`src/rtl/fwd_result_pipe.sv`:
```
// Result-carrying pipeline tail: a DEPTH-stage chain of result entries with
// youngest-first operand forwarding, load-use stall request and write-back port.
module fwd_result_pipe #(
    parameter int XLEN       = 32,
    parameter int REGW       = 5,
    parameter int DEPTH      = 3,
    parameter int LOAD_STAGE = 1,
    parameter int NSRC       = 2
) (
    input  logic                 clk,
    input  logic                 reset,
    input  logic                 hold,
    input  logic                 flush,
    input  logic                 in_valid,
    input  logic [REGW-1:0]      in_rd,
    input  logic                 in_regwrite,
    input  logic                 in_is_load,
    input  logic [XLEN-1:0]      in_data,
    input  logic [XLEN-1:0]      ld_data,
    input  logic [NSRC*REGW-1:0] src_idx,
    output logic [NSRC-1:0]      fwd_hit,
    output logic [NSRC*XLEN-1:0] fwd_data,
    output logic                 stall_req,
    output logic                 wb_we,
    output logic [REGW-1:0]      wb_rd,
    output logic [XLEN-1:0]      wb_data
);

    logic [DEPTH-1:0]           vld_q;
    logic [DEPTH-1:0]           we_q;
    logic [DEPTH-1:0]           rdy_q;
    logic [DEPTH-1:0][REGW-1:0] rd_q;
    logic [DEPTH-1:0][XLEN-1:0] data_q;
    // The load flag is only needed until the entry reaches the capture stage.
    logic [LOAD_STAGE-1:0]      ld_q;
    logic [NSRC-1:0]            stall_v;

    always_ff @(posedge clk) begin
        if (reset) begin
            vld_q  <= '0;
            we_q   <= '0;
            rdy_q  <= '1;
            rd_q   <= '0;
            data_q <= '0;
            ld_q   <= '0;
        end else if (hold) begin
            if (flush) begin
                vld_q[0] <= 1'b0;
            end
        end else begin
            vld_q[0]  <= in_valid & ~flush;
            rd_q[0]   <= in_rd;
            we_q[0]   <= in_regwrite;
            rdy_q[0]  <= ~in_is_load;
            data_q[0] <= in_is_load ? '0 : in_data;
            ld_q[0]   <= in_is_load;
            for (int k = 1; k < LOAD_STAGE; k++) begin
                ld_q[k] <= ld_q[k-1];
            end
            for (int k = 1; k < DEPTH; k++) begin
                vld_q[k] <= vld_q[k-1];
                rd_q[k]  <= rd_q[k-1];
                we_q[k]  <= we_q[k-1];
                if (k == LOAD_STAGE && vld_q[k-1] && ld_q[LOAD_STAGE-1]) begin
                    data_q[k] <= ld_data;
                    rdy_q[k]  <= 1'b1;
                end else begin
                    data_q[k] <= data_q[k-1];
                    rdy_q[k]  <= rdy_q[k-1];
                end
            end
        end
    end

    for (genvar i = 0; i < NSRC; i++) begin : g_src
        logic [REGW-1:0] src;
        logic            hit;
        logic            rdy;
        logic [XLEN-1:0] dat;

        assign src = src_idx[i*REGW +: REGW];

        // Scan oldest to youngest so the youngest match is the last one written.
        always_comb begin
            hit = 1'b0;
            rdy = 1'b1;
            dat = '0;
            for (int k = DEPTH - 1; k >= 0; k--) begin
                if (vld_q[k] && we_q[k] && (rd_q[k] == src) && (src != '0)) begin
                    hit = 1'b1;
                    rdy = rdy_q[k];
                    dat = data_q[k];
                end
            end
        end

        assign fwd_hit[i]               = hit;
        assign fwd_data[i*XLEN +: XLEN] = dat;
        assign stall_v[i]               = hit & ~rdy;
    end

    assign stall_req = |stall_v;
    assign wb_we     = vld_q[DEPTH-1] & we_q[DEPTH-1] & (rd_q[DEPTH-1] != '0);
    assign wb_rd     = rd_q[DEPTH-1];
    assign wb_data   = data_q[DEPTH-1];

endmodule

```
`config.mk`:
```
export PLATFORM = sky130hd
export DESIGN_NAME = fwd_result_pipe
export DESIGN_NICKNAME = d
export VERILOG_FILES = /design/src/rtl/fwd_result_pipe.sv
export SDC_FILE = /design/constraint.sdc
export NUM_CORES = 1
export LEC_CHECK = 0
export BUFFER_PORTS_ARGS = -buffer_cell sky130_fd_sc_hd__buf_2
export CAP_MARGIN = 10
export CORE_ASPECT_RATIO = 0.8
export CORE_MARGIN = 2
export CORE_UTILIZATION = 40
export CTS_CLUSTER_SIZE = 28
export DETAILED_ROUTE_END_ITERATION = 12
export PLACE_DENSITY_LB_ADDON = 0.25
export SLEW_MARGIN = 20
export SYNTH_ARGS = -nofsm -noshare
export SYNTH_HDL_FRONTEND = slang
export SYNTH_SLANG_ARGS = --single-unit
export TNS_END_PERCENT = 100
```
`constraint.sdc`:
```
create_clock -name clk -period 2.1 [get_ports clk]
set_clock_uncertainty 0.05 [all_clocks]
set_input_delay 0.105 -clock clk [delete_from_list [all_inputs] [get_ports clk]]
set_output_delay 0.105 -clock clk [all_outputs]
set_load 0.02 [all_outputs]
```
# After elaboration in Yosys (flattened, before gate mapping)
# Cells that the tools add are included.
[word_totals] inputBits=86 output_inout_bits=105 elab_cells=70 regBits=121
[classes] bitwise=9 n_reduce_logical=20 muxes=23 eq_ne=7
[ops] cell="32-bit two-way mux" count=8
[ops] cell="5-bit == test" count=6
[ops] cell="1-bit logical AND" count=16
[ops] cell="1-bit two-way mux" count=15
[ops] cell="5-bit nonzero test" count=3
[ops] cell="1-bit bitwise AND" count=5
[ops] cell="1-bit inverter" count=4
[ops] cell="2-bit by 1-bit != test with 1-bit output, second input constant" count=1
[ops] cell="2-bit OR reduction" count=1

# Logic depth before layout (Yosys ltp)
# Gate-level depths: netlist (run 1).
[logic_depth] depth_word=9 mapped_depth=8 mapped_depth_nobuf=5

# Least setup slack after synthesis (run 1)
# No wires, ideal clock.
[synth_timing] kind="register -> output" start="register rd_q (netlist bit wb_rd[3])" end="output fwd_data[32]" setup_slack_ps=98 arrival_ps=1847 required_time_ps=1945 n_path_buf=1 stages_incl_launch_ff=7 path_cell_list="dfxtp_1 > xnor2_1 > o211ai_1 > nor3_1 > clkbuf_1 > nand3_1 > a31oi_1"
[synth_via] elab_chain_len=6
[synth_rtl] item="start, declared" line="32" text="logic [DEPTH-1:0][REGW-1:0] rd_q;"
[synth_rtl] item="start signal, assigned by index" line="62" text="rd_q[k] <= rd_q[k-1];"
[synth_rtl] item="5-bit == test" line="89" text="if (vld_q[k] && we_q[k] && (rd_q[k] == src) && (src != '0)) begin"
[synth_rtl] item="1-bit logical AND (2 in series)" line="89"
[synth_rtl] item="32-bit two-way mux (3 in series)" line="89"
[synth_rtl] item="end, declared" line="22" text="output logic [NSRC*XLEN-1:0] fwd_data,"
# Every way passes these cells.

# Final worst setup path (run 1)
[layout_timing] start="register rd_q (netlist bit wb_rd[1])" end="output fwd_data[5]"
# Same word-level chain as after synthesis.

==> results of run 1 <==
[critical path: stages (launching register included)]
cell	delay [ps]
dfxtp_4	390
xnor2_2	110
o211ai_1	230
nor3_4	320
buf_12	190
buf_12	140
a31oi_1	80
o21ai_1	240
buf_4	190
[registers in the layout, summed over array words and instances (netlist names)]
name     cells
we_q         3
rd_q        10
data_q      64
wb_rd        5
vld_q        3
ld_q         1
wb_data     32
rdy_q        3
[cell families (layout without fill, tap and decap cells)]
group | Yosys count | count (layout) | synth area share
DFF | 121 | 121 | 0.3603
buffers and inverters | 127 | 345 | 0.1014
and+or+nand+nor | 362 | 362 | 0.2319
xor gates and xnor gates | 30 | 30 | 0.03908
AOI/OAI and AO/OA | 203 | 203 | 0.1840
muxes | 56 | 56 | 0.08336
[Yosys cell counts, types with 8 or more instances]
master      n  share of area
a31oi_1    39          0.036
inv_1      10         0.0056
a211oi_1   16          0.018
mux2i_1    56          0.083
clkbuf_1   52          0.029
a21oi_1    99          0.074
xnor2_1    30          0.039
buf_2       8         0.0060
a22oi_1    32          0.036
buf_1      10         0.0056
and3_1      8         0.0074
dfxtp_1   121           0.36
nand2_1    63          0.035
nand3_1    83          0.062
buf_4      42          0.047
nor3_1     17          0.013
nor2_1    173          0.097
[stage by stage]
step	hold slack (ps)	worst slack [ps]	util
after floorplan	134.3	97.64	-
after global placement	229.4	9.192	0.4737
after detailed placement	229.5	-32.47	0.4737
after CTS	32.08	-276.0	0.6009
after global routing	64.84	-414.0	0.6478
final	40.37	-377.9	0.6478
[timing repair]
action                                 in CTS  in global routing
hold buffers                               41                  0
setup endpoints to repair                  67                 67
pin swaps                                  42                 66
buffers inserted                           19                  4
gates cloned                                8                  3
gates resized for setup                   189                152
endpoints found under the hold margin      40                  0
[layout make-up]
type                       count  area share
clock buffer                  24     0.04600
clock inverter                 7     0.01077
inverter                      10    0.003512
multi-input combinational    651      0.4357
sequential                   121      0.2304
tap                          220     0.02575
timing repair buffer         304      0.2479
[path summary, 6_finish.rpt]
check | from | endpoint | slack (ps) | cells after the start
worst max-delay path | wb_rd[1] | fwd_data[5] | -380 | 8
worst min register to register | vld_q[2] | vld_q[2] | 450 | 2
worst max register to register | vld_q[0] | data_q[60] | 290 | 5
worst min-delay path | ld_data[19] | data_q[51] | 40 | 5
[per-layer routing]
metal | share of wire | track usage
met1 | 0.43 | 0.3936
met3 | 0.090 | 0.07110
met2 | 0.46 | 0.4387
met4 | 0.024 | 0.07976
met5 | 0 | 0
[power by group through the flow]
| stage | Clock, mW | Combinational, mW | Sequential, mW |
|---|---|---|---|
| floorplan | 0 | 0.324 | 2.47 |
| global placement | 0 | 0.505 | 2.49 |
| detailed placement | 0 | 0.510 | 2.49 |
| CTS | 3.05 | 0.602 | 2.44 |
| global route | 3.19 | 0.671 | 2.46 |
| finish | 3.02 | 0.626 | 2.45 |
==> impl_metrics.env, run 1 <==
export IMPL_post_place_cells=1236
export IMPL_pwr_density_cell_mw_per_mm2=571.0
export IMPL_relSlewSlack=0.3505
export IMPL_critical_path_startpoint_type="flop"
export IMPL_power_static_leakage_nw=4.384
export IMPL_post_route_cell_area_mm2=0.01069
export IMPL_num_rows=42
export IMPL_syn_avg_cell_area_um2=7.479
export IMPL_worstPathArrival_ps=2320
export IMPL_synth_seq_area_share=0.3603
export IMPL_synth_area_mm2=0.006724
export IMPL_combinationalPowerShare=0.103
export IMPL_total_power_mw=6.103
export IMPL_place_gp_congestion=0.8629
export IMPL_min_period_over_period=1.180
export IMPL_grt_overflow_total=0
export IMPL_via_cell_ratio=5.691
export IMPL_tritoncts_num_sinks=121
export IMPL_most_common_layout_cells="nor2_1, buf_2, dfxtp_1"
export IMPL_diodes=0
export IMPL_synth_nets=985
export IMPL_fin_setup_tns_ps=-17940
export IMPL_antenna_violations_before_repair=0
export IMPL_drv_slew=0
export IMPL_critPathRequiredTime_ps=1950
export IMPL_dr_total_vias=7609
export IMPL_cts_htree_levels=4
export IMPL_post_synth_arst_share=0
export IMPL_timing_final_ws_setup_ps=-377.9
export IMPL_clockPowerShare=0.495
export IMPL_initial_utilization=0.4075
export IMPL_layout_cells_most_common="nor2_1"
export IMPL_pin_count_of_the_biggest_net_entering_global_routing=75
export IMPL_drtPass1Iterations=5
export IMPL_maxClockFrequency_mhz=403.6
export IMPL_stdcell_count=1337
export IMPL_num_nets_final=1191
export IMPL_dr_first_iter_drc_count=642
export IMPL_dp_hpwl_um=15190
export IMPL_maximum_vdd_ir_drop_uv=603.1
export IMPL_synth_top_flop_cell="dfxtp_1"
export IMPL_design_core_area_mm2=0.01650
export IMPL_timing_worst_setup_path_type="reg -> out"
export IMPL_period_minus_slack_ps=2478
export IMPL_clkSlewWorstSetupHoldPaths_ps=60
export IMPL_dpl_instance_area_mm2=0.007816
export IMPL_wire_per_inst_um=19.79
export IMPL_yosys_register_bits=121
export IMPL_postRouteAntennaNets=0
export IMPL_cts_path_max_buffers=2
export IMPL_grt_use_total=0.2841
export IMPL_cts_tree="yes"
export IMPL_io_pins=191
export IMPL_switchingPower_mw=1.463
export IMPL_numPortBuffers=190
export IMPL_die_height_um=120.0
export IMPL_power_switching_fraction=0.2397
export IMPL_synth_edf_count=0
export IMPL_syn_inst=899
export IMPL_finalHoldViolCount=0
export IMPL_number_of_global_route_vias_before_repair=6970
export IMPL_layout_filler_cells=1359
export IMPL_max_fo_critical_path=6
export IMPL_drv_cap=0
export IMPL_multiInputGateArea_mm2=0.004657
export IMPL_design_die_area_mm2=0.01787
export IMPL_final_layout_size_suffix_gt1_frac=0.4145
export IMPL_internal_power_mw=4.640
export IMPL_grt_setup_unrepaired="yes"
export IMPL_hold_path_class="in -> reg"
export IMPL_die_width_um=149.0
export IMPL_tritoncts_num_buffers=17
export IMPL_finalSetupViolCount=67
export IMPL_tightestPinTransition_ps=971.9
export IMPL_area_growth_synth_to_final_pct=58.97
export IMPL_endpoint_kind_of_the_worst_setup_timing_path="output port"
export IMPL_drc=0
export IMPL_power_share_sequential=0.402
export IMPL_grt_first_pass_wirelength_um=39300
export IMPL_postRouteWirelength_um=26470
export IMPL_synth_cell_types=34
export IMPL_worstSkewPairLatency_ps=430
export IMPL_failed_checks="setup timing"
export IMPL_warning_count_from_the_yosys_run=0
export IMPL_status="complete, but fails checks"
export IMPL_cts_root_buffer="clkbuf_16"
export IMPL_final_seq_area_mm2=0.002462
No activity file was read; power rests on OpenSTA's default activity.
==> inputs of run 2 (changes only) <==
--- a/config.mk
+++ b/config.mk
@@ -13,6 +13,7 @@
 export CTS_CLUSTER_SIZE = 28
 export DETAILED_ROUTE_END_ITERATION = 12
 export PLACE_DENSITY_LB_ADDON = 0.25
+export RECOVER_POWER = 25
 export SLEW_MARGIN = 20
 export SYNTH_ARGS = -nofsm -noshare
 export SYNTH_HDL_FRONTEND = slang
==> constraint.sdc (replaced) <==
create_clock -name clk -period 2.55 [get_ports clk]
set_clock_uncertainty 0.05 [all_clocks]
set_input_delay 0.1275 -clock clk [delete_from_list [all_inputs] [get_ports clk]]
set_output_delay 0.1275 -clock clk [all_outputs]
set_load 0.02 [all_outputs]
==> impl_metrics.env, run 2 (synthesized netlist as in run 1, its figures left out) <==
export IMPL_numPortBuffers=190
export IMPL_power_static_leakage_nw=4.024
export IMPL_initial_utilization=0.4075
export IMPL_diodes=0
export IMPL_worstSkewPairLatency_ps=420
export IMPL_fin_setup_tns_ps=0
export IMPL_final_hold_worst_slack_ps=77.63
export IMPL_hold_path_class="in -> reg"
export IMPL_antenna_violations_before_repair=0
export IMPL_tritoncts_num_buffers=17
export IMPL_cts_root_buffer="clkbuf_16"
export IMPL_largest_register_by_flop_count="data_q"
export IMPL_design_die_area_mm2=0.01787
export IMPL_number_of_global_route_vias_before_repair=6880
export IMPL_drtPass1Iterations=5
export IMPL_finalHoldViolCount=0
export IMPL_number_of_flip_flops_in_the_largest_register=64
export IMPL_critical_path_top_delay_family="buffers and inverters"
export IMPL_drv_slew=77
export IMPL_drc=0
export IMPL_max_fo_critical_path=16
export IMPL_wire_per_inst_um=19.42
export IMPL_io_pins=191
export IMPL_final_core_util=0.5551
export IMPL_num_rows=42
export IMPL_critical_path_top_cell_by_count="buf_4"
export IMPL_worstPathArrival_ps=2320
export IMPL_endpoint_kind_of_the_worst_setup_timing_path="output port"
export IMPL_maximum_vdd_ir_drop_uv=468.6
export IMPL_cts_path_max_buffers=2
export IMPL_total_power_mw=5.104
export IMPL_grt_use_total=0.2782
export IMPL_layout_cells_most_common="buf_2"
export IMPL_dp_hpwl_um=14830
export IMPL_relSlewSlack=-0.1009
export IMPL_via_cell_ratio=5.611
export IMPL_finalSetupViolCount=0
export IMPL_critPathRequiredTime_ps=2370
export IMPL_critical_path_startpoint_type="flop"
export IMPL_timing_worst_setup_path_type="reg -> out"
export IMPL_most_common_layout_cells="buf_2, nor2_1, dfxtp_1"
export IMPL_pwr_density_cell_mw_per_mm2=557.2
export IMPL_dr_first_iter_drc_count=734
export IMPL_pin_count_of_the_biggest_net_entering_global_routing=77
export IMPL_area_growth_synth_to_final_pct=36.23
export IMPL_die_height_um=120.0
export IMPL_crit_path_top_delay_cell="dfxtp_1"
export IMPL_dr_total_vias=7452
export IMPL_min_period_over_period=0.9788
export IMPL_layout_filler_cells=1549
export IMPL_postRouteWirelength_um=25790
export IMPL_die_width_um=149.0
export IMPL_grt_first_pass_wirelength_um=38480
export IMPL_status="complete, but fails checks"
export IMPL_postRouteAntennaNets=0
export IMPL_drv_cap=1
export IMPL_tightestPinTransition_ps=1651
export IMPL_maxClockFrequency_mhz=400.7
export IMPL_cts_htree_levels=4
export IMPL_cts_tree="yes"
export IMPL_place_gp_congestion=0.8454
export IMPL_failed_checks="capacitance limit, slew limit"
export IMPL_design_core_area_mm2=0.01650
export IMPL_clkSlewWorstSetupHoldPaths_ps=60
export IMPL_crit_path_cell_trace="buf_4 -> xnor2_1 -> o211ai_1 -> nor3_2 -> buf_4 -> buf_8 -> a31oi_1 -> mux2i_1 -> buf_2"
export IMPL_cp_buffers_inverters=4
export IMPL_cpPeakStageDelay_ps=320
export IMPL_grt_overflow_total=0
export IMPL_final_layout_size_suffix_gt1_frac=0.2735
export IMPL_num_nets_final=1181
export IMPL_tritoncts_num_sinks=121
export IMPL_period_minus_slack_ps=2496
==> run 2: cell count changes in the layout (fill, tap and decap cells not counted), sizes merged <==
| cell | change |
|---|---|
| buf | -25 |
| clkbuf | +9 |
| clkinvlp | +3 |
| nor2 | +2 |
| bufinv | +1 |
| clkinv | +1 |
==> run 2: final cells by class <==
cell class | instances | area (um^2) | area share
inverters | 10 | 37.54 | 0.004098
clock inverters | 12 | 172.7 | 0.01885
well taps | 220 | 275.3 | 0.03005
flip-flops and latches | 121 | 2430 | 0.2653
clock buffers | 20 | 456.7 | 0.04986
multi-input cells | 653 | 3785 | 0.4132
repair buffers | 292 | 2003 | 0.2187
==> run 2: path summary, 6_finish.rpt <==
check / to / cells after the start / slack (ps) / startpoint
setup / recovery: fwd_data[37] / 9 / 50 / wb_rd[3]
hold / removal: data_q[48] / 5 / 80 / ld_data[16]
hold reg to reg: rdy_q[2] / 1 / 430 / rdy_q[2]
setup reg to reg: vld_q[0] / 4 / 820 / vld_q[0]
==> run 2: power breakdown <==
group	switching (mW)	internal, mW
combinational	0.274	0.238
clock	0.899	1.68
sequential	0.0619	1.95
total	1.24	3.87
==> run 2: stage by stage <==
stage	cells	area (um^2)	worst slack (ps)
floorplan	899	6724	525.1
global placement	1232	7724	-75.96
detailed placement	1232	7730	-97.74
CTS	1319	9015	-3.925
global route	1328	9160	-9.287
finish	1328	9160	54.10
==> run 2: repair_timing <==
action	in CTS	in global routing
pin swaps	8	5
endpoints found under the hold margin	40	0
cloned	3	3
resized for setup	15	18
setup endpoints to repair	65	57
buffers inserted	11	6
hold buffers	41	0
==> run 2: tightest hold or removal path: stages <==
cell and delay [ps]:
buf_2 80, nand3_1 70, a21oi_1 120, a21oi_1 50
nor2_1 70
==> run 2: layer usage <==
metal	wire length (um)	vias up	share of wire	track usage
li1	-	3491	-	-
met3	2483	63	0.096	0.06730
met2	11390	429	0.44	0.4199
met4	605	0	0.023	0.1006
met5	0	-	0	0
met1	11310	3469	0.44	0.3859
==> inputs of run 3 (changes only) <==
--- a/config.mk
+++ b/config.mk
@@ -12,8 +12,8 @@
 export CORE_UTILIZATION = 40
 export CTS_CLUSTER_SIZE = 28
 export DETAILED_ROUTE_END_ITERATION = 12
-export PLACE_DENSITY_LB_ADDON = 0.25
-export RECOVER_POWER = 25
+export PLACE_DENSITY_LB_ADDON = 0.05
+export RECOVER_POWER = 50
 export SLEW_MARGIN = 20
 export SYNTH_ARGS = -nofsm -noshare
 export SYNTH_HDL_FRONTEND = slang
==> impl_metrics.env, run 3 (synthesized netlist as in run 1, its figures left out) <==
export IMPL_grt_setup_unrepaired="yes"
export IMPL_power_share_sequential=0.405
export IMPL_design_core_area_mm2=0.01650
export IMPL_most_common_layout_cells="nor2_1, buf_2, dfxtp_1"
export IMPL_worstPathArrival_ps=2330
export IMPL_dpl_instance_area_mm2=0.007724
export IMPL_grt_use_total=0.2667
export IMPL_final_layout_size_suffix_gt1_frac=0.2555
export IMPL_clkSlewWorstSetupHoldPaths_ps=60
export IMPL_grt_overflow_total=0
export IMPL_drv_cap=0
export IMPL_tritoncts_num_sinks=121
export IMPL_finalHoldViolCount=0
export IMPL_critical_path_top_delay_family="buffers and inverters"
export IMPL_cts_path_max_buffers=2
export IMPL_num_nets_final=1173
export IMPL_postRouteAntennaNets=0
export IMPL_dp_hpwl_um=15310
export IMPL_status="finished, final reports clean"
export IMPL_power_static_leakage_nw=3.908
export IMPL_drc=0
export IMPL_via_cell_ratio=5.386
export IMPL_clockPowerShare=0.496
export IMPL_worstSkewPairLatency_ps=420
export IMPL_die_height_um=120.0
export IMPL_pwr_density_cell_mw_per_mm2=550.4
export IMPL_die_width_um=149.0
export IMPL_period_minus_slack_ps=2503
export IMPL_cts_htree_levels=4
export IMPL_io_pins=191
export IMPL_place_gp_congestion=0.8009
export IMPL_antenna_violations_before_repair=0
export IMPL_dr_first_iter_drc_count=517
export IMPL_relSlewSlack=0.1695
export IMPL_post_place_cells=1231
export IMPL_number_of_global_route_vias_before_repair=6549
export IMPL_internal_power_mw=3.787
export IMPL_tritoncts_num_buffers=17
export IMPL_grt_first_pass_wirelength_um=36860
export IMPL_cp_buffers_inverters=4
export IMPL_layout_cells_most_common="nor2_1"
export IMPL_diodes=0
export IMPL_cts_root_buffer="clkbuf_16"
export IMPL_critPathRequiredTime_ps=2370
export IMPL_tightestPinTransition_ps=1246
export IMPL_cts_tree="yes"
export IMPL_crit_path_cell_trace="xnor2_1 -> nand4_1 -> buf_4 -> buf_4 -> nor2_4 -> buf_12 -> a21oi_1 -> a21oi_1 -> buf_2"
export IMPL_post_route_cell_area_mm2=0.009040
export IMPL_power_switching_fraction=0.2390
export IMPL_dr_total_vias=7110
export IMPL_critical_path_startpoint_type="flop"
export IMPL_total_power_mw=4.976
export IMPL_area_growth_synth_to_final_pct=34.44
export IMPL_num_rows=42
export IMPL_timing_worst_setup_path_type="reg -> out"
export IMPL_maximum_vdd_ir_drop_uv=484.4
export IMPL_maxClockFrequency_mhz=399.5
export IMPL_min_period_over_period=0.9816
export IMPL_drv_slew=0
export IMPL_switchingPower_mw=1.189
export IMPL_endpoint_kind_of_the_worst_setup_timing_path="output port"
export IMPL_number_of_flip_flops_in_the_largest_register=64
export IMPL_max_fo_critical_path=9
export IMPL_finalSetupViolCount=0
export IMPL_wire_per_inst_um=18.44
export IMPL_final_hold_worst_slack_ps=14.67
export IMPL_initial_utilization=0.4075
export IMPL_postRouteWirelength_um=24340
export IMPL_combinationalPowerShare=0.100
export IMPL_hold_path_class="in -> reg"
export IMPL_crit_path_top_delay_cell="dfxtp_2"
export IMPL_cpPeakStageDelay_ps=340
export IMPL_design_die_area_mm2=0.01787
export IMPL_numPortBuffers=190
export IMPL_drtPass1Iterations=5
export IMPL_largest_register_by_flop_count="data_q"
export IMPL_stdcell_count=1320
export IMPL_pin_count_of_the_biggest_net_entering_global_routing=63
## run 3: cell count changes in the layout (fill, tap and decap cells not counted), moves of 2 or more
cell / before / now
buf_2: 173 / 162
buf_4: 46 / 33
clkbuf_2: 2 / 4
buf_12: 9 / 11
clkinvlp_4: 5 / 1
clkbuf_1: 14 / 33
## run 3: power groups by stage
stage | Clock [mW] | Combinational, mW | Sequential, mW
2_1_floorplan | 0 | 0.267 | 2.03
3_3_place_gp | 0 | 0.428 | 2.05
3_5_place_dp | 0 | 0.426 | 2.05
4_1_cts | 2.51 | 0.488 | 2.01
5_1_grt | 2.59 | 0.538 | 2.02
6_report | 2.47 | 0.497 | 2.01
## run 3: worst paths after layout
| kind | from | endpoint | slack, ps | depth (start not counted) |
|---|---|---|---|---|
| worst max-delay path | rd_q[7] | fwd_data[12] | 50 | 9 |
| worst min-delay path | in_valid | vld_q[0] | 10 | 3 |
| worst max register to register | vld_q[0] | data_q[47] | 620 | 6 |
| worst min register to register | vld_q[2] | vld_q[2] | 450 | 2 |
## run 3: tightest hold or removal path, cell delays in order
cell	delay, ps
buf_2	90
mux2i_1	110
nor3_1	90
## run 3: what timing repair did
item	in CTS	in global routing
pin swaps	6	5
cloned	1	1
buffers inserted	10	5
hold buffers	40	0
hold endpoints to repair	40	0
setup endpoints to repair	66	60
resized for setup	13	29
## run 3: layer usage
layer | up-vias | global-route usage | part of all wire
li1 | 3481 | - | -
met1 | 3316 | 0.3875 | 0.47
met2 | 289 | 0.4009 | 0.44
met3 | 24 | 0.06388 | 0.074
met4 | 0 | 0.05655 | 0.013
met5 | - | 0 | 0
## run 3: layout make-up
cell class	count	area, um^2
well taps	220	275.3
clock inverters	8	117.6
clock buffers	24	481.7
fillers	1657	7461
repair buffers	285	1889
multi-input cells	652	3809
inverters	10	37.54
flip-flops and latches	121	2430
## run 3: per-stage QoR
stage          utilization  worst slack (ps)  setup TNS (ps)
2_1_floorplan            -             525.1               0
3_3_place_gp        0.4681            -184.8           -1683
3_5_place_dp        0.4681            -123.9          -817.1
4_1_cts             0.5399             2.016               0
5_1_grt             0.5478            -89.41          -248.6
6_report            0.5478             46.86               0
